<file path="config.mk">
export PLATFORM = sky130hd
export DESIGN_NAME = lock_code_fsm
export DESIGN_NICKNAME = d
export VERILOG_FILES = /design/src/rtl/lock_code_fsm.sv
export SDC_FILE = /design/constraint.sdc
export NUM_CORES = 1
export LEC_CHECK = 0
export BUFFER_PORTS_ARGS = -buffer_cell sky130_fd_sc_hd__buf_2
export CORE_MARGIN = 5
export CORE_UTILIZATION = 53
export DETAILED_ROUTE_END_ITERATION = 12
export GPL_TIMING_DRIVEN = 0
export PLACE_DENSITY_LB_ADDON = 0.12
export REMOVE_ABC_BUFFERS = 1
export SLEW_MARGIN = 30
export SYNTH_ARGS = -nofsm -noshare
export SYNTH_HDL_FRONTEND = slang
export SYNTH_SLANG_ARGS = --single-unit
</file>
<file path="constraint.sdc">
create_clock -name clk_in -period 2.89 [get_ports clk_in]
set_input_delay 0.867 -clock clk_in [delete_from_list [all_inputs] [get_ports clk_in]]
set_output_delay 0.867 -clock clk_in [all_outputs]
set_load 0.01 [all_outputs]
</file>
<file path="src/rtl/lock_code_fsm.sv">
// Keypad code-entry controller: assembles a 4-digit BCD code, compares it to a
// secret, and sequences unlock/error/lockout windows timed by the divider's slow clock.
module lock_code_fsm #(
    parameter logic [15:0] CODE          = 16'h1234,
    parameter logic [7:0]  TIMEOUT_TICKS = 8'd10,
    parameter logic [7:0]  OPEN_TICKS    = 8'd15,
    parameter logic [7:0]  ERROR_TICKS   = 8'd3,
    parameter logic [2:0]  MAX_FAILS     = 3'd3,
    parameter logic [7:0]  LOCKOUT_TICKS = 8'd60
) (
    input  logic       clk_in,
    input  logic       rst_n,
    input  logic       slow_clk,
    input  logic       key_valid,
    input  logic [3:0] key_digit,
    output logic       unlocked,
    output logic       error,
    output logic       locked_out,
    output logic [2:0] digit_count,
    output logic [2:0] fail_count,
    output logic [2:0] state_o
);

    localparam int unsigned DIGIT_W = 4;
    localparam int unsigned CODE_W  = 16;
    localparam int unsigned TICK_W  = 8;
    localparam int unsigned CNT_W   = 3;

    typedef enum logic [2:0] {
        ST_IDLE    = 3'd0,
        ST_ENTRY   = 3'd1,
        ST_CHECK   = 3'd2,
        ST_OPEN    = 3'd3,
        ST_ERROR   = 3'd4,
        ST_LOCKOUT = 3'd5
    } state_t;

    state_t                r_state;
    logic [CODE_W-1:0]     r_entry;
    logic [TICK_W-1:0]     r_tick_cnt;
    logic [CNT_W-1:0]      r_digit_cnt;
    logic [CNT_W-1:0]      r_fail_cnt;
    logic                  r_sync1;
    logic                  r_sync2;
    logic                  r_sync3;

    logic                  w_tick;
    logic                  w_key_num;
    logic                  w_key_clr;
    logic [TICK_W-1:0]     w_tick_next;
    logic [CNT_W-1:0]      w_fail_next;

    // Rising-edge detect on the synchronised slow clock gives a one-cycle tick
    assign w_tick      = r_sync2 & ~r_sync3;
    assign w_key_num   = key_valid && (key_digit <= DIGIT_W'(9));
    assign w_key_clr   = key_valid && (key_digit == DIGIT_W'(4'hC));
    assign w_tick_next = r_tick_cnt + TICK_W'(1);
    assign w_fail_next = r_fail_cnt + CNT_W'(1);

    always_ff @(posedge clk_in or negedge rst_n) begin
        if (!rst_n) begin
            r_state     <= ST_IDLE;
            r_entry     <= '0;
            r_tick_cnt  <= '0;
            r_digit_cnt <= '0;
            r_fail_cnt  <= '0;
            r_sync1     <= 1'b0;
            r_sync2     <= 1'b0;
            r_sync3     <= 1'b0;
        end else begin
            r_sync1 <= slow_clk;
            r_sync2 <= r_sync1;
            r_sync3 <= r_sync2;

            case (r_state)
                ST_IDLE: begin
                    if (w_key_num) begin
                        r_entry     <= CODE_W'(key_digit);
                        r_digit_cnt <= CNT_W'(1);
                        r_tick_cnt  <= '0;
                        r_state     <= ST_ENTRY;
                    end
                end

                // A key in the same cycle as a tick takes priority and restarts the timeout
                ST_ENTRY: begin
                    if (w_key_num) begin
                        r_entry     <= {r_entry[CODE_W-DIGIT_W-1:0], key_digit};
                        r_digit_cnt <= r_digit_cnt + CNT_W'(1);
                        r_tick_cnt  <= '0;
                        if (r_digit_cnt == CNT_W'(3)) begin
                            r_state <= ST_CHECK;
                        end
                    end else if (w_key_clr) begin
                        r_digit_cnt <= '0;
                        r_tick_cnt  <= '0;
                        r_state     <= ST_IDLE;
                    end else if (w_tick) begin
                        if (w_tick_next == TIMEOUT_TICKS) begin
                            r_digit_cnt <= '0;
                            r_tick_cnt  <= '0;
                            r_state     <= ST_IDLE;
                        end else begin
                            r_tick_cnt <= w_tick_next;
                        end
                    end
                end

                ST_CHECK: begin
                    r_digit_cnt <= '0;
                    r_tick_cnt  <= '0;
                    if (r_entry == CODE) begin
                        r_fail_cnt <= '0;
                        r_state    <= ST_OPEN;
                    end else if (w_fail_next == MAX_FAILS) begin
                        r_fail_cnt <= MAX_FAILS;
                        r_state    <= ST_LOCKOUT;
                    end else begin
                        r_fail_cnt <= w_fail_next;
                        r_state    <= ST_ERROR;
                    end
                end

                ST_OPEN: begin
                    if (w_tick) begin
                        if (w_tick_next == OPEN_TICKS) begin
                            r_tick_cnt <= '0;
                            r_state    <= ST_IDLE;
                        end else begin
                            r_tick_cnt <= w_tick_next;
                        end
                    end
                end

                ST_ERROR: begin
                    if (w_tick) begin
                        if (w_tick_next == ERROR_TICKS) begin
                            r_tick_cnt <= '0;
                            r_state    <= ST_IDLE;
                        end else begin
                            r_tick_cnt <= w_tick_next;
                        end
                    end
                end

                ST_LOCKOUT: begin
                    if (w_tick) begin
                        if (w_tick_next == LOCKOUT_TICKS) begin
                            r_tick_cnt <= '0;
                            r_fail_cnt <= '0;
                            r_state    <= ST_IDLE;
                        end else begin
                            r_tick_cnt <= w_tick_next;
                        end
                    end
                end

                default: begin
                    r_tick_cnt  <= '0;
                    r_digit_cnt <= '0;
                    r_state     <= ST_IDLE;
                end
            endcase
        end
    end

    // Status flags decode straight from the state register
    assign unlocked    = (r_state == ST_OPEN);
    assign error       = (r_state == ST_ERROR);
    assign locked_out  = (r_state == ST_LOCKOUT);
    assign digit_count = r_digit_cnt;
    assign fail_count  = r_fail_cnt;
    assign state_o     = CNT_W'(r_state);

endmodule

</file>
## Word level (Yosys, flattened, before mapping)

Cells that the tools add are included.

- Add/subtract/negate cells: 3
- $lt $le $gt $ge: 1
- Eq/ne operators: 24
- Mux-type cells: 35
- Bitwise operators: 3
- Reductions and logical operators: 11

Operators with widths:

| kind | count |
|---|---|
| two-way mux 8 bit | 11 |
| two-way mux 3 bit | 16 |
| one-hot mux 8 bit (5 select lines) | 1 |
| two-way mux 16 bit | 2 |
| one-hot mux 16 bit (2 select lines) | 1 |
| one-hot mux 3 bit (6 select lines) | 1 |
| == test 16 x 13 -> 1 bit (second input constant) | 1 |
| == test 8 x 4 -> 1 bit (second input constant) | 2 |
| == test 3 x 2 -> 1 bit (second input constant) | 4 |
| inequality test 2 x 1 -> 1 bit (second input constant) | 6 |
| AND reduction 10 bit | 1 |
| one-hot mux 3 bit (3 select lines) | 1 |
| adder 8 x 1 -> 8 bit (second input constant) | 1 |
| == test 8 x 2 -> 1 bit (second input constant) | 1 |
| == test 8 x 6 -> 1 bit (second input constant) | 1 |
| inequality test 4 bit (second input constant) | 2 |
| adder 3 x 1 -> 3 bit (second input constant) | 2 |
| == test 3 bit (second input constant) | 2 |
| one-hot mux 3 bit (2 select lines) | 1 |
| AND reduction 3 bit | 2 |
| AND reduction 5 bit | 1 |
| == test 4 bit (second input constant) | 1 |
| less-or-equal comparator 4 bit (second input constant) | 1 |
| inequality test 2 bit (second input constant) | 2 |
| other kinds (10) | 13 |

- Bits in registers: 36
- Bits of input ports: 8
- Word-level logic and storage cells: 85

## Logic depth before layout (Yosys ltp)

Gate-level depths: netlist of the first run.

- Word-level depth: 7
- Gate-level depth with buffers: 9
- Mapped depth without buffers: 8

## Worst setup path before layout of the first run

No wires, ideal clock.

- Path type: register -> register
- From: register r_tick_cnt[1]
- To: register r_state[0] (netlist: state_o[0])
- Arrival: 2.782 ns
- Required time: 2.765 ns
- Path slack: -0.018 ns
- Stages on the path, launching flop included: 10
- Clock period less this slack: 2.908 ns
- Path through: dfrtp_1 > ha_1 > clkbuf_1 > nand3_1 > a211o_1 > a221o_1 > nand2b_4 > a21bo_4 > or4_4 > mux2_4

- Cells in the longest elaborated chain, start to end: 4
- Elaborated cells on any way between the ends: 10
- Those cells by class: add/sub: 1; eq/ne: 8; reduce/logical: 1

Ends and longest elaborated chain:

| element | RTL line | text |
|---|---|---|
| from (decl) | 40 | `logic [TICK_W-1:0] r_tick_cnt;` |
| from (signal assigned) | 104 | `r_tick_cnt <= w_tick_next;` |
| from (signal assigned) | 130 | `r_tick_cnt <= w_tick_next;` |
| from (signal assigned) | 141 | `r_tick_cnt <= w_tick_next;` |
| adder 8 x 1 -> 8 bit (*) | 57 | `assign w_tick_next = r_tick_cnt + TICK_W'(1);` |
| == test 8 x 4 -> 1 bit (tied with other cells) | 99 | `if (w_tick_next == TIMEOUT_TICKS) begin` |
| inequality test 4 bit (no source line) or inequality test 2 x 1 -> 1 bit (tied branches) | -- |  |
| AND reduction 10 bit (no source line) (*) | -- |  |
| to (signal assigned) | 62 | `r_state <= ST_IDLE;` |
| to (signal assigned) | 97 | `r_state <= ST_IDLE;` |
| to (signal assigned) | 102 | `r_state <= ST_IDLE;` |
| to (decl) | 38 | `state_t r_state;` |

Mark *: on every way between the ends. The rest lies on a longest branch, timed or not.
A chain may end at the register's enable or synchronous reset.

## Worst setup path in the final report of the first run

Ends and elaborated chain as after synthesis.

==> results by stage, run 1 <==
Floorplan:
- In this run the vertical extent of the chip is 74.5 um.
- The floorplan die area is 5540 um^2.
- 20 I/O pins were placed.
- From left edge to right edge, the die measures 74.5 um.
- The core region is 4030 um^2.
- The count of standard-cell rows is 23.
- The initial core utilization is 54.7%.

Clock tree:
- The TritonCTS clock tree is done.
- The number of clock buffers inserted by TritonCTS is 5.
- The tree is rooted in a sky130_fd_sc_hd__clkbuf_8.
- The number of H-tree levels is 2.
- The number of hold buffers added after cts is 0.
- The number of buffers on the longest clock path is 2.
- The clock transition at the registers of the reported paths is 0.08 ns.
- CTS saw 36 sinks.
- Clock latency on the worst-skew pair, taken at its later pin, is 0.29 ns.

Yosys:
- The mean area per synthesized cell is 8.64 um^2.
- The total of warnings raised by yosys is 0.
- The netlist area before placement is 2200 um^2.
- The count of state elements after synthesis is 36.
- The cell count after synthesis is 255.
- The dominant register cell in the synthesized netlist is sky130_fd_sc_hd__dfrtp_1.
- The share of the yosys chip area belonging to registers is 40.9%.
- Counting flops with a built-in enable in the synthesized netlist gives 0.
- Counting distinct cell types in the post-synthesis netlist gives 50.
- The proportion of register bits with asynchronous set or reset after synthesis is 100%.

Timing:
- Setup violations remaining at the end of the flow were counted as 0.
- The clock tree skew after final layout is 0.00889 ns.
- The final hold violation count came to 0.
- The post-route minimum period is 2.87 ns.
- In the finished design, the share of the clock period the worst path needs comes to 99.2%.
- The measured slew at the worst slew-check pin is 0.805 ns.
- The number of slew-limit violations in the final report is 0.
- The fmax is 0.349 GHz.
- The headroom to the max-slew limit is 46.3%.
- Setup repair after global routing could not meet its margin everywhere.
- After layout, the worst setup slack is 0.0219 ns.

Drt:
- The total number of vias is 1923.
- The wire length per cell is 15.2 um.
- The first-iteration detailed-routing DRC count is 108.
- Before antenna repair, the detailed router went through 4 iterations.
- The DRC violation count after routing is 0.
- The number of nets with antenna violations after detailed routing is 0.
- In the routed layout, each cell is associated on average with a via count of 5.95.
- The post-detailed-routing wire length is 4890 um.

Final layout:
- Fill cells in the final layout number 341.
- The share of the core filled with cells is 62.0%.
- The area of all sequential standard cells is 905 um^2.
- The most common cell after layout, fill and taps aside is sky130_fd_sc_hd__nand2_1.
- At the end of the flow, the number of nets in the layout was 288.
- Relative to the synthesized area, the layout overhead comes to 13.5%.
- The top cell types in the final layout, fill and taps aside, are sky130_fd_sc_hd__nand2_1 (47), sky130_fd_sc_hd__dfrtp_1 (33), sky130_fd_sc_hd__o21ai_0 (29).
- The share of final-layout standard cells stronger than drive strength 1 is 18.3%.
- The final antenna diode count is 0.
- Summing all multi-input logic gate instances after layout gives 1230 um^2.
- The finished cells cover 2500 um^2.

Global routing:
- The number of antenna violations at the first check in global routing is 0.
- The number of global-route vias before repair is 1724.
- For this run the aggregate overflow at the end of global routing stands at 0.
- The overall global routing resource usage is 19.2%.
- The first global-routing pass estimated 8160 um of wire.
- Entering global routing, the biggest net connects 37 pins.

Placement:
- Once placement finished, the instance area stood at 2300 um^2.
- Detailed placement finished with a half-perimeter wire length of 3330 um.
- OpenSTA, run right after detailed placement, puts the worst setup slack at -0.407 ns.
- The congestion estimate from routability-driven global placement came to 0.810.
- Input and output buffers added on the ports amount to 19.

Critical path:
- The critical path is of the flip-flop to flip-flop type.
- The largest driver fanout on the critical path is 3.
- The worst path arrival time is 3.04 ns.
- The worst setup path is captured at a flip-flop.
- The required time of the worst setup path is 3.06 ns.
- STA classifies the critical path startpoint as a flip-flop.

Pwr:
- The internal power contribution is 1.30 mW.
- The switching power share of the total is 37.9%.
- The static leakage power is 1.15 nW.
- The maximum vdd drop is 409 uV.
- The power per cell area is 839 nW/um^2.
- The register share of total power is 41.3%.
- The combinational share of power is 35.6%.
- The switching power total is 0.794 mW.
- The clock network accounts for 23.1% of the total power.

Flow run:
- The tool flagged a number of max-cap violations equal to 0.

Run status:
- The flow ran to the end, and the final reports show no timing, DRC or antenna violations.

Worst hold path:
- The class of the tightest hold or removal check is flip-flop to flip-flop.
==> critical path, cell delays in order, from the launching register on <==
cell,delay (ns)
sky130_fd_sc_hd__dfrtp_2,0.43
sky130_fd_sc_hd__ha_4,0.17
sky130_fd_sc_hd__or3_1,0.30
sky130_fd_sc_hd__a211o_1,0.28
sky130_fd_sc_hd__a221o_1,0.38
sky130_fd_sc_hd__o31ai_2,0.30
sky130_fd_sc_hd__a31oi_2,0.09
sky130_fd_sc_hd__or4_4,0.48
sky130_fd_sc_hd__mux2_4,0.31
==> routing by layer <==
| layer | global-route usage [%] | routed length (um) | part of all wire [%] | up-vias |
|---|---|---|---|---|
| met5 | 0 | 0 | 0 | - |
| met4 | 6.92 | 65 | 1.3 | 0 |
| met3 | 3.38 | 280 | 5.7 | 5 |
| met2 | 29.5 | 2250 | 46 | 48 |
| met1 | 27.3 | 2300 | 47 | 927 |
| li1 | - | - | - | 943 |
==> Yosys cell counts (all sizes together) (4+ instances only) <==
cell / number / area, um^2
and2: 5 / 31.3
ha: 8 / 100
nor2: 16 / 60.1
mux2: 4 / 48.8
o21ai: 29 / 145
nor3b: 4 / 30.0
nand3: 4 / 20.0
a31oi: 4 / 25.0
clkbuf: 12 / 46.3
inv: 9 / 33.8
nand2: 47 / 176
dfrtp: 36 / 901
or3: 5 / 31.3
o31ai: 5 / 37.5
nor3: 4 / 20.0
a21oi: 7 / 35.0
nand2b: 9 / 63.8
a21o: 7 / 53.8
==> cells by family (layout without fill, tap and decap cells) <==
kind of cell    Yosys count  count (layout)  synth area share [%]
xor+xnor                  1               1                 0.398
simple gates            107             107                  24.1
compound gates           75              75                  23.2
flops                    36              36                  40.9
fa+ha+maj                 8               8                  4.55
buf+inv                  24              42                  4.54
mux                       4               4                  2.22
==> final timing paths <==
kind	to	depth (start not counted)	startpoint	slack, ns
max in group asynchronous	r_tick_cnt[0]	1	rst_n	1.67
setup reg to reg	state_o[0]	8	r_tick_cnt[1]	0.02
hold / removal	r_sync2	0	r_sync1	0.35
min in group asynchronous	digit_count[1]	1	rst_n	0.67
hold reg to reg	r_sync2	0	r_sync1	0.35
setup / recovery	state_o[0]	8	r_tick_cnt[1]	0.02
==> timing repair <==
| item | 4_1_cts | 5_1_grt |
|---|---|---|
| endpoints found under the setup margin | 3 | 4 |
| cloned | 0 | 0 |
| pin swaps | 6 | 2 |
| setup buffers | 5 | 1 |
| endpoints found under the hold margin | 0 | 0 |
| resized for setup | 5 | 2 |
==> state kept, by name (all words and copies together), names as in the netlist <==
signal	cells
r_entry	16
r_tick_cnt	8
digit_count	3
fail_count	3
state_o	3
r_sync1	1
r_sync2	1
r_sync3	1
==> metrics by stage <==
stage	total power [mW]	TNS (ns)	hold slack, ns	cells
4_1_cts	2.10	-0.000253	0.354	322
5_1_grt	2.25	-0.0674	0.383	323
2_1_floorplan	1.31	-0.213	0.331	240
3_5_place_dp	1.56	-1.04	0.338	309
6_report	2.10	0	0.350	323
3_3_place_gp	1.53	-1.13	0.335	309
==> power by group through the flow <==
stage          Sequential (mW)  Combinational [mW]  Clock [mW]
2_1_floorplan            0.839               0.473           0
3_3_place_gp             0.874               0.658           0
3_5_place_dp             0.880               0.677           0
4_1_cts                  0.861               0.740       0.500
5_1_grt                  0.889               0.839       0.521
6_report                 0.866               0.747       0.486
==> cell type report <==
class / count / share of cell area, %
clock buffer: 7 / 3.85
clock inverter: 1 / 1.20
inverter: 9 / 1.35
multi-input combinational: 195 / 49.3
sequential: 36 / 36.2
tap: 50 / 2.50
timing repair buffer: 25 / 5.61
No activity file was read; power rests on OpenSTA's default activity.
==> run 2: changes to the inputs <==
==> constraint.sdc (replaced) <==
create_clock -name clk_in -period 2.89 [get_ports clk_in]
set_input_delay 0.1445 -clock clk_in [delete_from_list [all_inputs] [get_ports clk_in]]
set_output_delay 0.1445 -clock clk_in [all_outputs]
set_load 0.01 [all_outputs]
==> results by stage, run 2 (synthesized netlist as in run 1, its figures left out) <==
Run status:
- The flow ran to the end, but the final reports show violations.
- The checks that failed: setup timing.

Critical path:
- The largest driver fanout on the critical path is 3 (unchanged).
- The required time of the worst setup path is 3.06 ns (about the same).
- STA classifies the critical path startpoint as a flip-flop.
- The critical path is of the flip-flop to flip-flop type.
- The worst path arrival time is 3.07 ns (+0.03 ns).
- The worst setup path is captured at a flip-flop.

Placement:
- The cell count after placement is 309 (unchanged).
- The worst-case setup slack after placement is -0.407 ns (unchanged).
- The placed wire-length estimate after detailed placement was 3330 um (unchanged).
- The weighted congestion at the end of routability-driven global placement was 0.810 (unchanged).
- The placement-stage cell area is 2300 um^2 (unchanged).
- The count of input and output buffers is 19 (unchanged).

Timing:
- The headroom to the max-slew limit was 34.0% (-12 points).
- The measured slew at the worst slew-check pin is 0.989 ns (+0.184 ns).
- The post-route clock period utilization is 100% (+1.0 points).
- The final hold violation count came to 0 (unchanged).
- The worst setup margin is -0.00764 ns (-0.0296 ns).
- The post-route minimum period came to 2.90 ns (+0.0296 ns).
- Setup repair after global routing could not meet its margin everywhere.
- The fmax was 0.345 GHz (-1.0%).
- The number of setup violations in the final report came to 1 (+1).
- The number of slew-limit violations in the final report is 0 (unchanged).
- The clock tree skew after final layout was 0.00932 ns (+0.000428 ns).

Final layout:
- The flip-flop count of the largest register, all copies and words added is 16 (unchanged).
- Leaving out fill and tap cells, the most frequent cells in the layout are sky130_fd_sc_hd__nand2_1 (47), sky130_fd_sc_hd__dfrtp_1 (34), sky130_fd_sc_hd__o21ai_0 (29).
- The final non-filler cell total is 325 (+0.62%).
- The count of filler cells inserted in the layout is 338 (-0.88%).
- The register with the most flip-flops is r_entry.
- The number of nets in the finished design is 290 (+0.69%).
- The largest registers in the layout are r_entry (16), r_tick_cnt (8).
- The library cell used most frequently in the layout, excluding fill and tap cells, is sky130_fd_sc_hd__nand2_1.
- The design area is 2520 um^2 (+0.75%).
- The share of final-layout standard cells stronger than drive strength 1 is 17.8% (-0.50 points).
- The final antenna diode count was 0 (unchanged).
- Relative to the synthesized area, the layout overhead comes to 14.4%.
- The share of the core filled with cells was 62.5% (+0.47 points).

Floorplan:
- The floorplan die area was 5540 um^2 (unchanged).
- The die span in y was 74.5 um (unchanged).
- The count of standard-cell rows came to 23 (unchanged).
- The total I/O pin count was 20 (unchanged).
- The initial core utilization is 54.7% (unchanged).
- The die boundary width is 74.5 um (unchanged).
- The area of the core region is 4030 um^2 (unchanged).

Clock tree:
- The CTS sink count was 36 (unchanged).
- The clock transition at the registers of the reported paths was 0.08 ns (about the same).
- The root buffer cell is sky130_fd_sc_hd__clkbuf_8.
- The latest clock arrival within the worst-skew pair is 0.29 ns (about the same).
- TritonCTS built the clock tree.
- The number of buffers on the longest clock path is 2 (unchanged).
- The number of H-tree levels is 2 (unchanged).
- The number of clock buffers inserted by TritonCTS is 5 (unchanged).

Global routing:
- The number of antenna violations at the first check in global routing was 0 (unchanged).
- The first-pass GRT wire length is 8200 um (+0.51%).
- The remaining global-route overflow is 0 (unchanged).
- The number of global-route vias before repair is 1739 (+0.87%).
- The pin count of the biggest net entering global routing was 37 (unchanged).
- The overall global routing resource usage is 19.3% (+0.084 points).

Drt:
- The post-detailed-routing wire length is 4880 um (-0.22%).
- The average via count per standard cell came to 5.93 (-0.41%).
- The number of nets with antenna violations after detailed routing was 0 (unchanged).
- The wire length per cell came to 15.0 um (-0.84%).
- The number of iterations in the first detailed-routing pass is 4 (unchanged).
- The total number of vias is 1927 (+0.21%).
- The DRC violation count after routing is 0 (unchanged).
- The first-iteration detailed-routing DRC count is 127 (+18%).

Pwr:
- The static leakage power came to 1.16 nW (+0.82%).
- The power per cell area is 833 nW/um^2 (-0.80%).
- The maximum vdd drop was 407 uV (-0.51%).

Worst hold path:
- The class of the tightest hold or removal check is input pin to flip-flop.

Flow run:
- The max-cap violation count is 0 (unchanged).
run 2: layout make-up:
cell class / instances / area (um^2) / area share (%)
repair buffers: 27 / 160 / 6.36
inverters: 9 / 33.8 / 1.34
multi-input cells: 195 / 1230 / 48.9
clock buffers: 7 / 96.3 / 3.83
clock inverters: 1 / 30.0 / 1.19
well taps: 50 / 62.6 / 2.48
flip-flops and latches: 36 / 903 / 35.9
run 2: metrics by stage:
stage                     hold WS (ns)  setup TNS, ns  power [mW]
after detailed placement         0.254          -1.04        1.56
after CTS                        0.131      -0.000253        2.10
after global routing             0.137        -0.0849        2.25
after global placement           0.253          -1.13        1.53
after floorplan                 -0.151         -0.213        1.31
final                            0.140       -0.00764        2.10
run 2: critical path, stage by stage (launching register included):
cell	delay, ns
sky130_fd_sc_hd__dfrtp_2	0.43
sky130_fd_sc_hd__ha_4	0.17
sky130_fd_sc_hd__or3_1	0.30
sky130_fd_sc_hd__a211o_1	0.28
sky130_fd_sc_hd__a221o_1	0.41
sky130_fd_sc_hd__nand2b_4	0.17
sky130_fd_sc_hd__a21bo_4	0.20
sky130_fd_sc_hd__or4_4	0.50
sky130_fd_sc_hd__mux2_4	0.31
run 2: routing by layer:
layer,share of wire [%],GRT usage [%]
met1,47,27.4
met2,46,29.7
met3,5.6,3.38
met4,1.3,6.92
met5,0,0
run 2: path summary, 6_finish.rpt:
path,from,to,slack [ns],cells past startpoint
worst max-delay path,r_tick_cnt[1],state_o[0],-0.008,8
worst min-delay path,key_digit[2],r_entry[2],0.14,2
worst max register to register,r_tick_cnt[1],state_o[0],-0.008,8
worst min register to register,r_sync1,r_sync2,0.35,0
max in group asynchronous,rst_n,r_tick_cnt[0],1.85,2
min in group asynchronous,rst_n,r_entry[12],0.48,2
run 2: timing repair:
action / 4_1_cts / 5_1_grt
cloned: 0 / 0
resized for setup: 5 / 1
hold endpoints to repair: 37 / 0
pin swaps: 6 / 0
hold buffers: 2 / 0
endpoints found under the setup margin: 3 / 3
buffers inserted: 5 / 1
run 2: report_power, final:
group,switching (mW),internal (mW)
Clock,0.180,0.304
Sequential,0.217,0.649
Combinational,0.396,0.352
Total,0.792,1.31
==> run 3: changes to the inputs <==
--- a/config.mk
+++ b/config.mk
@@ -7,7 +7,7 @@
 export LEC_CHECK = 0
 export BUFFER_PORTS_ARGS = -buffer_cell sky130_fd_sc_hd__buf_2
 export CORE_MARGIN = 5
-export CORE_UTILIZATION = 53
+export CORE_UTILIZATION = 55
 export DETAILED_ROUTE_END_ITERATION = 12
 export GPL_TIMING_DRIVEN = 0
 export PLACE_DENSITY_LB_ADDON = 0.12
==> constraint.sdc (replaced) <==
create_clock -name clk_in -period 3.6 [get_ports clk_in]
set_input_delay 0.18 -clock clk_in [delete_from_list [all_inputs] [get_ports clk_in]]
set_output_delay 0.18 -clock clk_in [all_outputs]
set_load 0.01 [all_outputs]
==> results by stage, run 3 (synthesized netlist as in run 1, its figures left out) <==
Clock tree:
- The clock transition at the registers of the reported paths was 0.08 ns (about the same).
- The root buffer cell is sky130_fd_sc_hd__clkbuf_8.
- The latest clock arrival within the worst-skew pair is 0.29 ns (about the same).
- The number of clock buffers inserted by TritonCTS is 5 (unchanged).
- TritonCTS built the clock tree.
- The number of H-tree levels was 2 (unchanged).
- The number of buffers on the longest clock path is 2 (unchanged).
- The CTS sink count was 36 (unchanged).

Critical path:
- The startpoint type of the worst setup path is a flip-flop.
- The required time of the worst setup path is 3.78 ns (+0.72 ns).
- The type of element capturing the critical path is a flip-flop.
- The setup path with the least slack is of type flip-flop to flip-flop.
- The largest driver fanout on the critical path is 11 (+8).
- The worst path arrival time was 3.54 ns (+0.47 ns).

Drt:
- The number of nets with antenna violations after detailed routing is 0 (unchanged).
- The first-iteration detailed-routing DRC count is 120 (-5.5%).
- The DRC violation count after routing came to 0 (unchanged).
- The post-detailed-routing wire length is 4760 um (-2.5%).
- The total number of vias came to 1855 (-3.7%).
- The number of iterations in the first detailed-routing pass is 4 (unchanged).
- The average via count per standard cell is 5.82 (-1.9%).
- The wire length per cell is 14.9 um (-0.66%).

Final layout:
- The share of final-layout standard cells stronger than drive strength 1 is 13.8% (-4.1 points).
- The flip-flop count of the largest register, all copies and words added is 16 (unchanged).
- The footprint of the multi-input gates is 1210 um^2 (-1.9%).
- The top cell types in the final layout, fill and taps aside, are sky130_fd_sc_hd__nand2_1 (47), sky130_fd_sc_hd__dfrtp_1 (36), sky130_fd_sc_hd__o21ai_0 (29).
- The register with the most flip-flops is r_entry.
- The area of all sequential standard cells was 901 um^2 (-0.28%).
- Leaving out fill and tap cells, the most frequent cell in the layout is sky130_fd_sc_hd__nand2_1.
- The area growth from synthesis to layout is 9.66%.
- The largest registers in the layout are r_entry (16), r_tick_cnt (8).
- The final non-filler cell total is 319 (-1.8%).
- The count of filler cells inserted in the layout was 342 (+1.2%).
- The final antenna diode count came to 0 (unchanged).
- The number of nets in the finished design is 284 (-2.1%).

Timing:
- Setup repair after global routing left no endpoint under its margin.
- The fmax is 0.298 GHz (-14%).
- The clock tree skew after final layout is 0.00646 ns (-0.00286 ns).
- The post-route clock period utilization was 93.3% (-7.0 points).
- The number of setup violations in the final report is 0 (-1).
- The final sum of negative setup slack is 0 ns (+0.00764 ns).
- The post-route minimum period is 3.36 ns (+0.461 ns).
- The number of slew-limit violations in the final report was 0 (unchanged).
- The measured slew at the worst slew-check pin is 0.950 ns (-0.0396 ns).
- The final hold violation count is 0 (unchanged).
- The headroom to the max-slew limit was 36.7% (+2.6 points).

Pwr:
- The clock network power share is 19.8% (-3.3 points).
- The switching power total was 0.629 mW (-21%).
- The maximum vdd drop is 313 uV (-23%).
- The power per cell area is 644 nW/um^2 (-23%).
- The static leakage power is 1.11 nW (-4.0%).
- The internal power contribution was 0.927 mW (-29%).
- The combinational share of power is 35.4% (-0.3 points).
- The switching power share of the total is 40.4% (+2.6 points).
- The register share of total power is 44.8% (+3.5 points).

Global routing:
- The overall global routing resource usage is 19.7% (+0.43 points).
- The pin count of the biggest net entering global routing was 37 (unchanged).
- The first-pass GRT wire length is 8210 um (about the same).
- The number of global-route vias before repair is 1742 (+0.17%).
- The number of antenna violations at the first check in global routing came to 0 (unchanged).
- The remaining global-route overflow is 0 (unchanged).

Placement:
- The placed wire-length estimate after detailed placement is 3420 um (+2.7%).
- The count of input and output buffers was 19 (unchanged).
- The cell count after placement came to 309 (unchanged).
- The weighted congestion at the end of routability-driven global placement is 0.819 (+1.1%).

Worst hold path:
- The min-delay analysis places its worst path in the category input pin to flip-flop.

Flow run:
- The max-cap violation count is 0 (unchanged).

Floorplan:
- The die boundary width was 73.3 um (-1.6%).
- The count of standard-cell rows is 23 (unchanged).
- The floorplan die area is 5370 um^2 (-3.2%).
- The die span in y came to 73.3 um (-1.6%).
- The area of the core region was 3940 um^2 (-2.1%).
- The initial core utilization is 55.9% (+1.2 points).
- The total I/O pin count came to 20 (unchanged).

Run status:
- The flow ran to the end, and the final reports show no timing, DRC or antenna violations.
run 3: power groups by stage:
stage                     combinational [mW]  clock (mW)  sequential, mW
after global routing                   0.630       0.329           0.724
after floorplan                        0.380           0           0.674
after detailed placement               0.551           0           0.705
after global placement                 0.527           0           0.698
after CTS                              0.554       0.311           0.696
final                                  0.550       0.309           0.697
run 3: what timing repair did:
action | 4_1_cts | 5_1_grt
hold buffers | 2 | 0
setup buffers | 0 | 0
hold endpoints to repair | 3 | 0
gates resized for setup | 0 | 0
run 3: path summary, 6_finish.rpt:
kind	to	slack, ns	startpoint	depth (start not counted)
min in group asynchronous	r_entry[15]	0.50	rst_n	2
worst max-delay path	state_o[0]	0.24	r_tick_cnt[1]	8
worst max register to register	state_o[0]	0.24	r_tick_cnt[1]	8
max in group asynchronous	r_entry[0]	2.60	rst_n	2
worst min register to register	r_sync2	0.36	r_sync1	0
worst min-delay path	r_entry[2]	0.17	key_digit[2]	2
run 3: critical path, cell delays in order, from the launching register on:
cell	delay [ns]
sky130_fd_sc_hd__dfrtp_1	0.48
sky130_fd_sc_hd__ha_1	0.36
sky130_fd_sc_hd__or3_1	0.35
sky130_fd_sc_hd__a211o_1	0.32
sky130_fd_sc_hd__a221o_1	0.37
sky130_fd_sc_hd__o31ai_1	0.40
sky130_fd_sc_hd__a31oi_1	0.14
sky130_fd_sc_hd__or4_4	0.52
sky130_fd_sc_hd__mux2_4	0.31
run 3: area by class of cell:
class	instances	area share, %
sequential	36	37.3
clock inverter	1	0.311
clock buffer	7	3.58
tap	50	2.59
multi-input combinational	195	50.1
inverter	9	1.40
timing repair buffer	21	4.77
run 3: routing by layer:
layer,global-route usage (%),share of wire (%),up-vias,wire (um)
li1,-,-,932,-
met1,26.6,48,889,2280
met2,31.6,47,29,2240
met3,4.24,4.4,5,208
met4,6.35,0.71,0,34
met5,0,0,-,0
run 3: per-stage QoR:
stage	worst slack (ns)	utilization, %	power [mW]	hold WS (ns)	cell area [um^2]
final	0.241	61.3	1.56	0.172	2410
after global routing	0.107	61.3	1.68	0.166	2410
after CTS	0.280	61.3	1.56	0.171	2410
after detailed placement	0.314	58.4	1.26	0.290	2300
after global placement	0.306	58.2	1.23	0.289	2290
after floorplan	0.575	-	1.05	-0.116	2140
